==> src/rtl/divu_hilo_unit_pkg.sv <==
// Shared encodings for the DIVU/MFHI/MFLO unit: FSM states, HI/LO read selects,
// decoder funct codes and the default datapath width.
package divu_pkg;

  localparam int DIVU_WIDTH = 32;

  typedef enum logic [1:0] {
    IDLE = 2'd0,
    RUN  = 2'd1,
    DONE = 2'd2
  } state_t;

  localparam logic [1:0] SEL_HI = 2'b10;
  localparam logic [1:0] SEL_LO = 2'b11;

  localparam logic [5:0] F_DIVU = 6'd27;
  localparam logic [5:0] F_MFHI = 6'd16;
  localparam logic [5:0] F_MFLO = 6'd18;

  // Decoder helpers: funct field to HI/LO read select, and DIVU issue detect.
  function automatic logic [1:0] funct_to_sel(input logic [5:0] funct);
    case (funct)
      F_MFHI:  return SEL_HI;
      F_MFLO:  return SEL_LO;
      default: return 2'b00;
    endcase
  endfunction

  function automatic logic is_divu(input logic [5:0] funct);
    return funct == F_DIVU;
  endfunction

endpackage

==> src/rtl/divu_hilo_unit_if.sv <==
// Command/result bundle between the EX-stage control and the divider.
// With DIVU_ZERO_FLAG_EN defined the bundle also carries div_zero.
interface divu_hilo_unit_if #(parameter int WIDTH = 32);
  logic             start;
  logic [WIDTH-1:0] dividend;
  logic [WIDTH-1:0] divisor;
  logic [1:0]       sel;
  logic [WIDTH-1:0] rd_data;
  logic             busy;
  logic             done;
  logic             stall;
`ifdef DIVU_ZERO_FLAG_EN
  logic             div_zero;
`endif

  modport master (
    output start, dividend, divisor, sel,
`ifdef DIVU_ZERO_FLAG_EN
    input  div_zero,
`endif
    input  rd_data, busy, done, stall
  );

  modport slave (
    input  start, dividend, divisor, sel,
`ifdef DIVU_ZERO_FLAG_EN
    output div_zero,
`endif
    output rd_data, busy, done, stall
  );
endinterface

==> src/rtl/divu_hilo_unit_step.sv <==
// One restoring-division step: shift {rem,quo} left, subtract divisor if it fits.
module divu_step #(
  parameter int WIDTH = 32
) (
  input  logic [WIDTH-1:0] rem,
  input  logic [WIDTH-1:0] quo,
  input  logic [WIDTH-1:0] divisor,
  output logic [WIDTH-1:0] rem_n,
  output logic [WIDTH-1:0] quo_n
);

  // The shifted remainder needs one extra bit: it can reach 2*divisor-1.
  logic [WIDTH:0] rem_sh;
  logic           fits;

  assign rem_sh = {rem, quo[WIDTH-1]};
  assign fits   = rem_sh >= {1'b0, divisor};
  assign rem_n  = fits ? WIDTH'(rem_sh - {1'b0, divisor}) : rem_sh[WIDTH-1:0];
  assign quo_n  = {quo[WIDTH-2:0], fits};

endmodule

==> src/rtl/divu_hilo_unit.sv <==
// Multi-cycle unsigned divider owning the HI/LO registers; one step per cycle.
// Optional div_zero output enabled by defining DIVU_ZERO_FLAG_EN.
module divu_hilo_unit
  import divu_pkg::*;
#(
  parameter int WIDTH = DIVU_WIDTH
) (
  input  logic            clk,
  input  logic            rst,
  divu_hilo_unit_if.slave bus
);

  localparam int CW = $clog2(WIDTH + 1);

  state_t           state;
  logic [CW-1:0]    count;
  logic [WIDTH-1:0] rem, quo, dsr;
  logic [WIDTH-1:0] rem_n, quo_n;
  logic [WIDTH-1:0] hi, lo;
  logic             busy_q, done_q;
`ifdef DIVU_ZERO_FLAG_EN
  logic             zero_q;
`endif

  divu_step #(.WIDTH(WIDTH)) u_step (
    .rem     (rem),
    .quo     (quo),
    .divisor (dsr),
    .rem_n   (rem_n),
    .quo_n   (quo_n)
  );

  // NOTE: every register below is updated with <= so all reads in this block
  // see the pre-edge values, independent of statement order.
  always_ff @(posedge clk) begin
    if (rst) begin
      state  <= IDLE;
      count  <= '0;
      rem    <= '0;
      quo    <= '0;
      dsr    <= '0;
      hi     <= '0;
      lo     <= '0;
      busy_q <= 1'b0;
      done_q <= 1'b0;
`ifdef DIVU_ZERO_FLAG_EN
      zero_q <= 1'b0;
`endif
    end else begin
      case (state)
        IDLE: begin
          done_q <= 1'b0;
          if (bus.start) begin
            quo    <= bus.dividend;
            dsr    <= bus.divisor;
            rem    <= '0;
            count  <= '0;
            busy_q <= 1'b1;
            state  <= RUN;
`ifdef DIVU_ZERO_FLAG_EN
            zero_q <= (bus.divisor == '0);
`endif
          end
        end
        RUN: begin
          rem   <= rem_n;
          quo   <= quo_n;
          count <= count + CW'(1);
          // The final step's result goes straight into HI/LO on DONE entry.
          if (count == CW'(WIDTH - 1)) begin
            hi     <= rem_n;
            lo     <= quo_n;
            done_q <= 1'b1;
            state  <= DONE;
          end
        end
        DONE: begin
          done_q <= 1'b0;
          busy_q <= 1'b0;
          state  <= IDLE;
        end
        default: begin
          done_q <= 1'b0;
          busy_q <= 1'b0;
          state  <= IDLE;
        end
      endcase
    end
  end

  // NOTE: rd_data gets a default before the case so no latch is inferred.
  always_comb begin
    bus.rd_data = '0;
    case (bus.sel)
      SEL_HI:  bus.rd_data = hi;
      SEL_LO:  bus.rd_data = lo;
      default: bus.rd_data = '0;
    endcase
  end

  assign bus.busy  = busy_q;
  assign bus.done  = done_q;
  assign bus.stall = busy_q & bus.sel[1];
`ifdef DIVU_ZERO_FLAG_EN
  assign bus.div_zero = zero_q;
`endif

endmodule

==> src/flat_wrapper.sv <==
// flat-port wrapper written by rule: the top's interface ports become plain ports
module divu_hilo_unit_flat import divu_pkg::*;
#(
  parameter int WIDTH = DIVU_WIDTH
)
  (clk, rst, bus_start, bus_dividend, bus_divisor, bus_sel, bus_rd_data, bus_busy, bus_done, bus_stall);
  divu_hilo_unit_if #(.WIDTH(WIDTH)) bus_i ();
  input  logic clk;
  input  logic rst;
  input wire logic [$bits(bus_i.start)-1:0] bus_start;
  input wire logic [$bits(bus_i.dividend)-1:0] bus_dividend;
  input wire logic [$bits(bus_i.divisor)-1:0] bus_divisor;
  input wire logic [$bits(bus_i.sel)-1:0] bus_sel;
  output wire logic [$bits(bus_i.rd_data)-1:0] bus_rd_data;
  output wire logic [$bits(bus_i.busy)-1:0] bus_busy;
  output wire logic [$bits(bus_i.done)-1:0] bus_done;
  output wire logic [$bits(bus_i.stall)-1:0] bus_stall;
  assign bus_i.start = bus_start;
  assign bus_i.dividend = bus_dividend;
  assign bus_i.divisor = bus_divisor;
  assign bus_i.sel = bus_sel;
  assign bus_rd_data = bus_i.rd_data;
  assign bus_busy = bus_i.busy;
  assign bus_done = bus_i.done;
  assign bus_stall = bus_i.stall;
  divu_hilo_unit #(.WIDTH(WIDTH)) u_core (.clk(clk), .rst(rst), .bus(bus_i));
endmodule
==> config.mk <==
export PLATFORM = sky130hd
export DESIGN_NAME = divu_hilo_unit_flat
export DESIGN_NICKNAME = d
export VERILOG_FILES = /design/src/rtl/divu_hilo_unit_pkg.sv /design/src/rtl/divu_hilo_unit_if.sv /design/src/rtl/divu_hilo_unit_step.sv /design/src/rtl/divu_hilo_unit.sv /design/src/flat_wrapper.sv
export SDC_FILE = /design/constraint.sdc
export NUM_CORES = 1
export LEC_CHECK = 0
export BUFFER_PORTS_ARGS = -buffer_cell sky130_fd_sc_hd__buf_2
export CAP_MARGIN = 20
export CORE_MARGIN = 2
export CORE_UTILIZATION = 42
export CTS_CLUSTER_DIAMETER = 60
export CTS_CLUSTER_SIZE = 8
export DETAILED_ROUTE_END_ITERATION = 6
export PLACE_DENSITY = 0.64
export SYNTH_ARGS = -nofsm -noshare
export SYNTH_HDL_FRONTEND = slang
export SYNTH_SLANG_ARGS = --single-unit
==> constraint.sdc <==
create_clock -name clk -period 3.2 [get_ports clk]
set_input_delay 0.96 -clock clk [delete_from_list [all_inputs] [get_ports clk]]
set_output_delay 0.96 -clock clk [all_outputs]
set_load 0.01 [all_outputs]
# Word level (Yosys, flattened, before mapping)
# Cells that the tools add are included.
[op_classes] n_addsub=2 magnitude_cmp=1 n_eq_ne=6 muxes=13 bitwise_logic=2 n_reduce_logical=8
[op_table] cell="one-hot mux 32 bit (2 select lines)" n=3
[op_table] cell="2-to-1 mux 32 bit" n=3
[op_table] cell=">= comparator 33 x 32 -> 1 bit" n=1
[op_table] cell="subtractor 32 bit" n=1
[op_table] cell="one-hot mux 6 bit (2 select lines)" n=1
[op_table] cell="AND reduction 2 bit" n=5
[op_table] cell="adder 6 x 1 -> 6 bit, second input constant" n=1
[op_table] cell="== test 6 x 5 -> 1 bit, second input constant" n=1
[op_table] cell="2-to-1 mux 6 bit" n=1
[op_table] cell="== test 2 bit, second input constant" n=2
[op_table] cell="2-to-1 mux 2 bit" n=2
[op_table] cell="one-hot mux 2 bit (2 select lines)" n=1
[op_table] cell="== test 2 x 1 -> 1 bit, second input constant" n=1
[op_table] cell="logical NOT 2 bit" n=1
[op_table] cell="!= test 2 x 1 -> 1 bit, second input constant" n=1
[op_table] cell="!= test 2 bit, second input constant" n=1
[op_table] cell="one-hot mux 1 bit (2 select lines)" n=1
[op_table] cell="nonzero test 2 bit" n=1
[op_table] cell="OR reduction 2 bit" n=1
[op_table] cell="bitwise AND 1 bit" n=1
[op_table] cell="2-to-1 mux 1 bit" n=1
[op_table] cell="NOT 1 bit" n=1
[totals] ff_bits=170 input_bits=69 out_inout_bits=35 word_cells=41

# Logic depth before layout (Yosys ltp)
# Gate-level depths: netlist of the first run.
[logic_depth] ltp_word=3 mapped_depth=13 ltp_nobuf=12

# Modules after synthesis
# From an unflattened synthesis of the first run, not the netlist that was laid out.
[unflattened] hier_cells=1135 area_unflattened_um2=9741.8
[by_module_without_submodules] mod="divu_hilo_unit" n_inst=1 cells_each=780 area_each_um2=7170.6 seq_area_each_um2=3403.3
[by_module_without_submodules] mod="divu_step" n_inst=1 cells_each=355 area_each_um2=2571.2 seq_area_each_um2=0.0

# Least setup slack after synthesis of the first run
# OpenSTA, ideal clock, no wires.
[synth_path] kind="input -> output" start="input port bus_sel[0]" end="output port bus_rd_data[10]" arrival_ps=1961 required_time_ps=2240 setup_slack_ps=279 path_stages=4 n_path_buf=2 path_cell_list="clkbuf_1 buf_1 mux2i_1 nor2b_1"
[synth_via] elab_chain_len=2 word_cells_on_any_way=3 cone_classes="eq/ne (2); mux (1)"
[synth_lines] item="start: declaration" line_no="flat_wrapper.sv:13" text="input wire logic [$bits(bus_i.sel)-1:0] bus_sel;"
[synth_lines] item="== test 2 bit" line_no="divu_hilo_unit.sv:94" text="case (bus.sel)"
[synth_lines] item="one-hot mux 32 bit (2 select lines) (*)" line_no="divu_hilo_unit.sv:94"
[synth_lines] item="end: declaration" line_no="flat_wrapper.sv:14" text="output wire logic [$bits(bus_i.rd_data)-1:0] bus_rd_data;"
# Every way passes the cells marked *; elsewhere a longest branch is shown, timed or not.

# Worst setup path in the final report of the first run
[layout_path] start="register u_core.dsr[2]" end="register u_core.hi[3]"
[layout_via] elab_chain_len=2 word_cells_on_any_way=3 cone_classes="add/sub (1); order compare (1); mux (1)"
[layout_lines] item="start: declaration" line_no="divu_hilo_unit.sv:17" text="logic [WIDTH-1:0] rem, quo, dsr;"
[layout_lines] item="start signal: assignment" line_no="divu_hilo_unit.sv:55" text="dsr <= bus.divisor;"
[layout_lines] item="subtractor 32 bit / >= comparator 33 x 32 -> 1 bit (equally long branches)" line_no="divu_hilo_unit_step.sv:18, divu_hilo_unit_step.sv:17"
[layout_lines] item="2-to-1 mux 32 bit (*)" line_no="divu_hilo_unit_step.sv:18" text="assign rem_n = fits ? WIDTH'(rem_sh - {1'b0, divisor}) : rem_sh[WIDTH-1:0];"
[layout_lines] item="end signal: assignment" line_no="divu_hilo_unit.sv:71" text="hi <= rem_n;"
[layout_lines] item="end: declaration" line_no="divu_hilo_unit.sv:19" text="logic [WIDTH-1:0] hi, lo;"
# Marks and branches as above.
# A chain may end at the register's enable or synchronous reset.

==> results of run 1 <==
-- tightest hold or removal path: stages (launching register included) --
cell     delay, ns
dfxtp_1       0.31
nand2_1       0.05
a21oi_1       0.05
-- logic make-up after synthesis --
family / Yosys count
and+or+nand+nor: 403
AOI/OAI and AO/OA: 294
DFF: 170
buffers and inverters: 129
muxes: 63
adders and majority gates: 34
xor gates and xnor gates: 26
-- timing repair --
| item | in CTS | in global routing |
|---|---|---|
| buffers inserted | 0 | 2 |
| gates resized for setup | 0 | 10 |
| endpoints found under the setup margin | 0 | 63 |
| hold buffers | 0 | 0 |
-- final cells by class --
| cell class | count | area (um^2) |
|---|---|---|
| fill | 2100 | 10560 |
| multi-input combinational | 820 | 5014 |
| sequential | 170 | 3403 |
| timing repair buffer | 130 | 792.0 |
| clock buffer | 18 | 439.2 |
| tap | 275 | 344.1 |
| inverter | 47 | 176.4 |
| clock inverter | 14 | 157.7 |
-- sequential cells by signal, summed over array words and instances (netlist names), 2 cells and up --
name and flops:
u_core.hi 32, u_core.quo 32, u_core.dsr 32, u_core.count 6, u_core.lo 32, u_core.rem 32
u_core.state 2
-- worst paths after layout --
kind	to	slack (ns)	cells after the start
hold / removal	u_core.dsr[8]	0.46	2
setup reg to reg	u_core.hi[3]	0.18	12
setup / recovery	u_core.hi[3]	0.18	12
hold reg to reg	u_core.dsr[8]	0.46	2
-- power by group --
group | internal [mW] | switching, mW
clock | 1.13 | 0.957
sequential | 2.32 | 0.191
combinational | 2.80 | 3.67
-- through the flow --
stage | power (mW) | hold WS, ns | util, % | setup WS, ns | cell area (um^2)
2_1_floorplan | 7.291 | 0.4360 | - | 0.2795 | 8885
3_3_place_gp | 8.532 | 0.4429 | 46.18 | 0.1449 | 9646
3_5_place_dp | 8.570 | 0.4475 | 46.18 | 0.06406 | 9646
4_1_cts | 10.69 | 0.4569 | 49.03 | 0.02990 | 10240
5_1_grt | 11.81 | 0.4765 | 49.43 | 0.01078 | 10330
6_report | 11.07 | 0.4554 | 49.43 | 0.1770 | 10330
-- layout by cell type (no fill, tap or decap), types with 6 or more instances in the layout --
cell type	n
nand4_1	8
o21bai_1	6
mux2i_1	60
nand3_1	13
inv_1	47
a31oi_1	8
ha_1	30
a22oi_1	19
a21o_1	14
nor4_1	15
nor2_1	97
a211oi_2	6
nor3_1	7
nand2_1	205
xnor2_1	18
o21ai_0	19
nand3b_1	6
xor2_1	8
o21ai_1	32
nor2b_1	32
buf_2	102
clkbuf_16	18
a21oi_1	118
buf_4	22
dfxtp_1	170
a211oi_1	30
-- per-layer routing --
layer	track usage, %	share of wire [%]	routed length (um)
met5	0	0	0
met1	26.44	46	10580
met3	3.384	3.2	744
met2	36.12	49	11440
met4	6.048	1.7	394
==> flow_summary_export.csv, run 1 <==
group,metric,value,unit
timing,fin_setup_tns,0,ns
logic_synthesis,yosys-top-cells-area,"dfxtp_1 38%, nand2_1 8.7%, mux2i_1 6.8%, a21oi_1 6.7%, ha_1 4.6%",
timing,fin_crit_sh,94.47,%
die,die_area,0.02233,mm^2
drt,drt_iter0_markers,424,
die,dieWidth,149.4,um
logic_synthesis,synth_xor_area_share,2.563,%
cts,cts_max_level,4,
drt,wl,23160,um
logic_synthesis,synthCells,1119,
place,placed_cells,1439,
logic_synthesis,synth.area.mux_share,7.140,%
finish,stdcell_count,1474,
critical_path,crit_path_max_incr_delay,0.40,ns
drt,vias,7955,
place,gp_congestion,0.9107,
worst_hold_path,holdCritStartpoint,"u_core.dsr[8]",
critical_path,crit_family,"compound AO/OA/AOI/OAI gates",
die,rows,53,
grt,grt_pass1_vias,7579,
finish,final_nets,1289,
run,maxCapViolCount,0,
die,fp.dieH,149.4,um
timing,period_needed,3.023,ns
timing,rsz0062_at_grt,"no",
logic_synthesis,synth-seq-cells,170,
critical_path,crit_slowest_cell,"a311oi_4",
logic_synthesis,yosysWarnings,0,
logic_synthesis,synth.top_cells.by_count,"205 x nand2_1, 170 x dfxtp_1, 119 x a21oi_1, 98 x nor2_1, 69 x clkbuf_1",
die,design.core.area,0.02089,mm^2
logic_synthesis,synth_top_family_by_area,"compound AO/OA/AOI/OAI gates",
logic_synthesis,synth_cell_types,70,
grt,grt.overflow.total,0,
timing,hold_viol,0,
pwr,peakVddDrop,0.5994,mV
cts,clock_latency,0.44,ns
logic_synthesis,synth-edff-count,0,
finish,diodes,0,
critical_path,arrival,3.38,ns
logic_synthesis,synthFlopType,"dfxtp_1",
logic_synthesis,synthSimpleGateAreaFrac,19.73,%
logic_synthesis,yosysSeqAreaShare,38.30,%
logic_synthesis,syn_area_per_cell,7.940,um^2
finish,drive_above_1_share,15.85,%
die,initial_utilization,42.53,%
cts,cts_sinks,170,
critical_path,crit_path_start_kind,"flop",
logic_synthesis,synthAdderAreaFrac,4.873,%
critical_path,criticalPathCategory,"flop to flop",
logic_synthesis,synth_compound_area_share,21.41,%
grt,antenna_found_initial,0,
logic_synthesis,synth_nets,1222,
critical_path,crit_fanout,11,
critical_path,crit_chain,"inv_1, ha_1, a21oi_1, o21ai_4, a311oi_4, a31oi_4, a41oi_4, o41ai_4, buf_4, buf_12, mux2_1, a211oi_1",
logic_synthesis,synth_top_cell_by_area,"dfxtp_1",
drt,dr.pass1.iters,5,
logic_synthesis,synth_area,0.008885,mm^2
cts,cts-root-buf,"clkbuf_16",
critical_path,r2r_start,"u_core.dsr[2]",
place,port_buffers,103,
drt,drc,0,
logic_synthesis,synth.most_common_cell,"nand2_1",
grt,grt_max_degree,83,
die,ios,104,
logic_synthesis,synth.top_cell.area_share,38.30,%
pwr,power_density,1072,mW/mm^2
critical_path,endpoint_kind,"flop",
drt,antenna_left,0,
timing,final-setup-viol-count,0,
timing,drv_slew,0,
worst_hold_path,hold_class,"flop to flop",
cts,cts_tree,"built",
logic_synthesis,synthArstFlopShare,0,%
critical_path,critPathLaunch,"u_core.dsr[2]",
grt,track_usage,20.76,%
cts,clockBufferDepth,2,
drt,routed_via_density,5.397,
cts,clk_pin_slew,0.07,ns
place,post-dp-hpwl,16230,um
outcome,outcome,"finished clean",
timing,fmaxAchievable,330.8,MHz
pwr,p_leak,4.102,nW
cts,cts_inserted_buffers,17,
drt,wl_per_cell,15.71,um
timing,fin_skew,0.01241,ns
critical_path,critPathRequiredTime,3.56,ns
grt,grt_pass1_wl,37340,um
timing,tightest_slew,0.6833,ns
finish,syn2layout_area_growth,16.22,%
critical_path,cp_num_buf_inv,3,
timing,relSlewSlack,54.45,%
Power figures use the tool's default switching activity.
==> inputs of run 2 (changes only) <==
--- a/config.mk
+++ b/config.mk
@@ -8,11 +8,11 @@
 export BUFFER_PORTS_ARGS = -buffer_cell sky130_fd_sc_hd__buf_2
 export CAP_MARGIN = 20
 export CORE_MARGIN = 2
-export CORE_UTILIZATION = 42
+export CORE_UTILIZATION = 59
 export CTS_CLUSTER_DIAMETER = 60
 export CTS_CLUSTER_SIZE = 8
 export DETAILED_ROUTE_END_ITERATION = 6
-export PLACE_DENSITY = 0.64
+export PLACE_DENSITY = 0.84
 export SYNTH_ARGS = -nofsm -noshare
 export SYNTH_HDL_FRONTEND = slang
 export SYNTH_SLANG_ARGS = --single-unit
==> run 2 against run 1 <==
  * Worst setup slack lost 0.047 ns
  * Global-route usage grew 8.4 points
  * Die area shrank 28%
  * Count of clock-buffer cells in the layout shrank 1
  * Largest cell class unchanged
==> flow_summary_export.csv, run 2 (same netlist as run 1, synthesis figures left out) <==
group,metric,value,unit
outcome,outcome,"finished clean",
cts,cts_sinks,170,
timing,tightest_slew,0.6791,ns
finish,diodes,0,
drt,vias,8234,
timing,period_needed,3.070,ns
critical_path,worstRegToRegCells,12,
critical_path,cp_num_buf_inv,3,
cts,cts-hold-fix-buffers,0,
place,dpl_worst_slack,0.04168,ns
drt,drc,0,
cts,clock_latency,0.44,ns
run,maxCapViolCount,0,
cts,clk_pin_slew,0.07,ns
timing,fin_skew,0.01159,ns
grt,track_usage,29.20,%
die,dieWidth,126.7,um
critical_path,crit_path_start_kind,"flop",
timing,fin_crit_sh,95.93,%
grt,grt.overflow.total,0,
finish,stdcell_count,1384,
critical_path,crit_family,"compound AO/OA/AOI/OAI gates",
finish,seqCellArea,0.003403,mm^2
die,die_area,0.01606,mm^2
drt,dr.pass1.iters,5,
cts,cts_tree,"built",
place,gp_congestion,0.9423,
finish,final_nets,1290,
grt,grt_pass1_vias,7988,
cts,clockBufferDepth,2,
critical_path,critPathLaunch,"u_core.dsr[2]",
timing,rsz0062_at_grt,"no",
critical_path,cp-endpoint,"u_core.hi[3]",
critical_path,critPathRequiredTime,3.55,ns
pwr,power_density,1096,mW/mm^2
grt,antenna_found_initial,0,
pwr,p_leak,4.137,nW
finish,final_common_cell,"nand2_1",
timing,hold_viol,0,
critical_path,endpoint_kind,"flop",
critical_path,r2r-end,"u_core.hi[3]",
critical_path,crit_path_max_incr_delay,0.39,ns
place,placed_cells,1350,
critical_path,r2r_start,"u_core.dsr[2]",
timing,relSlewSlack,54.73,%
critical_path,crit_cells,12,
place,port_buffers,103,
finish,multi_input_area,0.005012,mm^2
cts,cts_inserted_buffers,17,
timing,drv_slew,0,
die,ios,104,
grt,grt_max_degree,135,
critical_path,crit_slowest_cell,"ha_1",
critical_path,arrival,3.42,ns
critical_path,criticalPathCategory,"flop to flop",
pwr,peakVddDrop,0.9845,mV
grt,grt_pass1_wl,38300,um
drt,routed_via_density,5.949,
die,initial_utilization,60.67,%
worst_hold_path,hold_class,"flop to flop",
cts,cts-root-buf,"clkbuf_16",
finish,syn2layout_area_growth,15.49,%
finish,final_cell_mix,"205 x nand2_1, 170 x dfxtp_1, 118 x a21oi_1",
drt,drt_iter0_markers,710,
place,post-dp-hpwl,15440,um
drt,antenna_left,0,
drt,wl_per_cell,16.71,um
finish,drive_above_1_share,15.83,%
timing,fin_setup_tns,0,ns
critical_path,crit_chain,"inv_1, ha_1, a21oi_1, o21ai_4, a311oi_4, a31oi_4, a41oi_4, o41ai_4, buf_4, buf_12, mux2_1, a211oi_1",
die,fp.dieH,126.7,um
die,design.core.area,0.01464,mm^2
critical_path,crit_fanout,15,
drt,wl,23120,um
timing,final-setup-viol-count,0,
finish,fillCellCount,1181,
cts,cts_max_level,4,
critical_path,rrSetupSlack,0.13,ns
timing,fin_ws,0.1304,ns
die,rows,44,
timing,fmaxAchievable,325.8,MHz
-- run 2: cell types whose count changed in the layout (fill, tap and decap cells not counted), sizes merged --
cell      before  now
buf          129  130
bufinv         1    4
clkbuf        19   18
clkinv         2    6
clkinvlp       5    2
inv           53   50
-- run 2: power by group --
part           switching (mW)  internal [mW]  total (mW)
Sequential              0.194           2.32        2.52
Clock                   0.915           1.32        2.24
Combinational            3.71           2.78        6.50
Total                    4.82           6.43        11.3
-- run 2: routing by layer --
metal / GRT usage, % / wire length [um]
met1: 35.76 / 9825
met2: 50.56 / 11360
met3: 5.567 / 1212
met4: 12.22 / 726
met5: 0 / 0
-- run 2: metrics by stage --
step | util [%] | area (um^2) | total power [mW] | hold slack, ns
6_report | 70.07 | 10260 | 11.25 | 0.4550
3_5_place_dp | 65.19 | 9547 | 8.567 | 0.4463
2_1_floorplan | - | 8885 | 7.291 | 0.4360
4_1_cts | 69.58 | 10190 | 10.84 | 0.4555
3_3_place_gp | 65.19 | 9547 | 8.495 | 0.4417
5_1_grt | 70.07 | 10260 | 11.91 | 0.4694
-- run 2: tightest hold or removal path, stage by stage (launching register included) --
cell and delay, ns:
dfxtp_1 0.31, nand2_1 0.05, a21oi_1 0.05
-- run 2: repair_timing --
| item | CTS | global route |
|---|---|---|
| gates resized for setup | 0 | 8 |
| endpoints found under the setup margin | 0 | 60 |
| setup buffers | 0 | 1 |
-- run 2: layout make-up --
type / count / area share, %
Tap cell: 184 / 2.244
Timing Repair Buffer: 131 / 7.755
Multi-Input combinational cell: 820 / 48.85
Sequential cell: 170 / 33.17
Inverter: 47 / 1.719
Clock inverter: 15 / 2.122
Clock buffer: 17 / 4.146
-- run 2: how the worst min path moves through the flow --
stage / cells past startpoint / start / slack, ns / to
2_1_floorplan: 2 / u_core.lo[10] / 0.44 / u_core.lo[10]
3_3_place_gp: 2 / u_core.lo[14] / 0.44 / u_core.lo[14]
3_5_place_dp: 2 / u_core.dsr[31] / 0.45 / u_core.dsr[31]
4_1_cts: 2 / u_core.dsr[31] / 0.46 / u_core.dsr[31]
5_1_grt: 2 / u_core.dsr[10] / 0.47 / u_core.dsr[10]
6_report: 2 / u_core.dsr[10] / 0.46 / u_core.dsr[10]
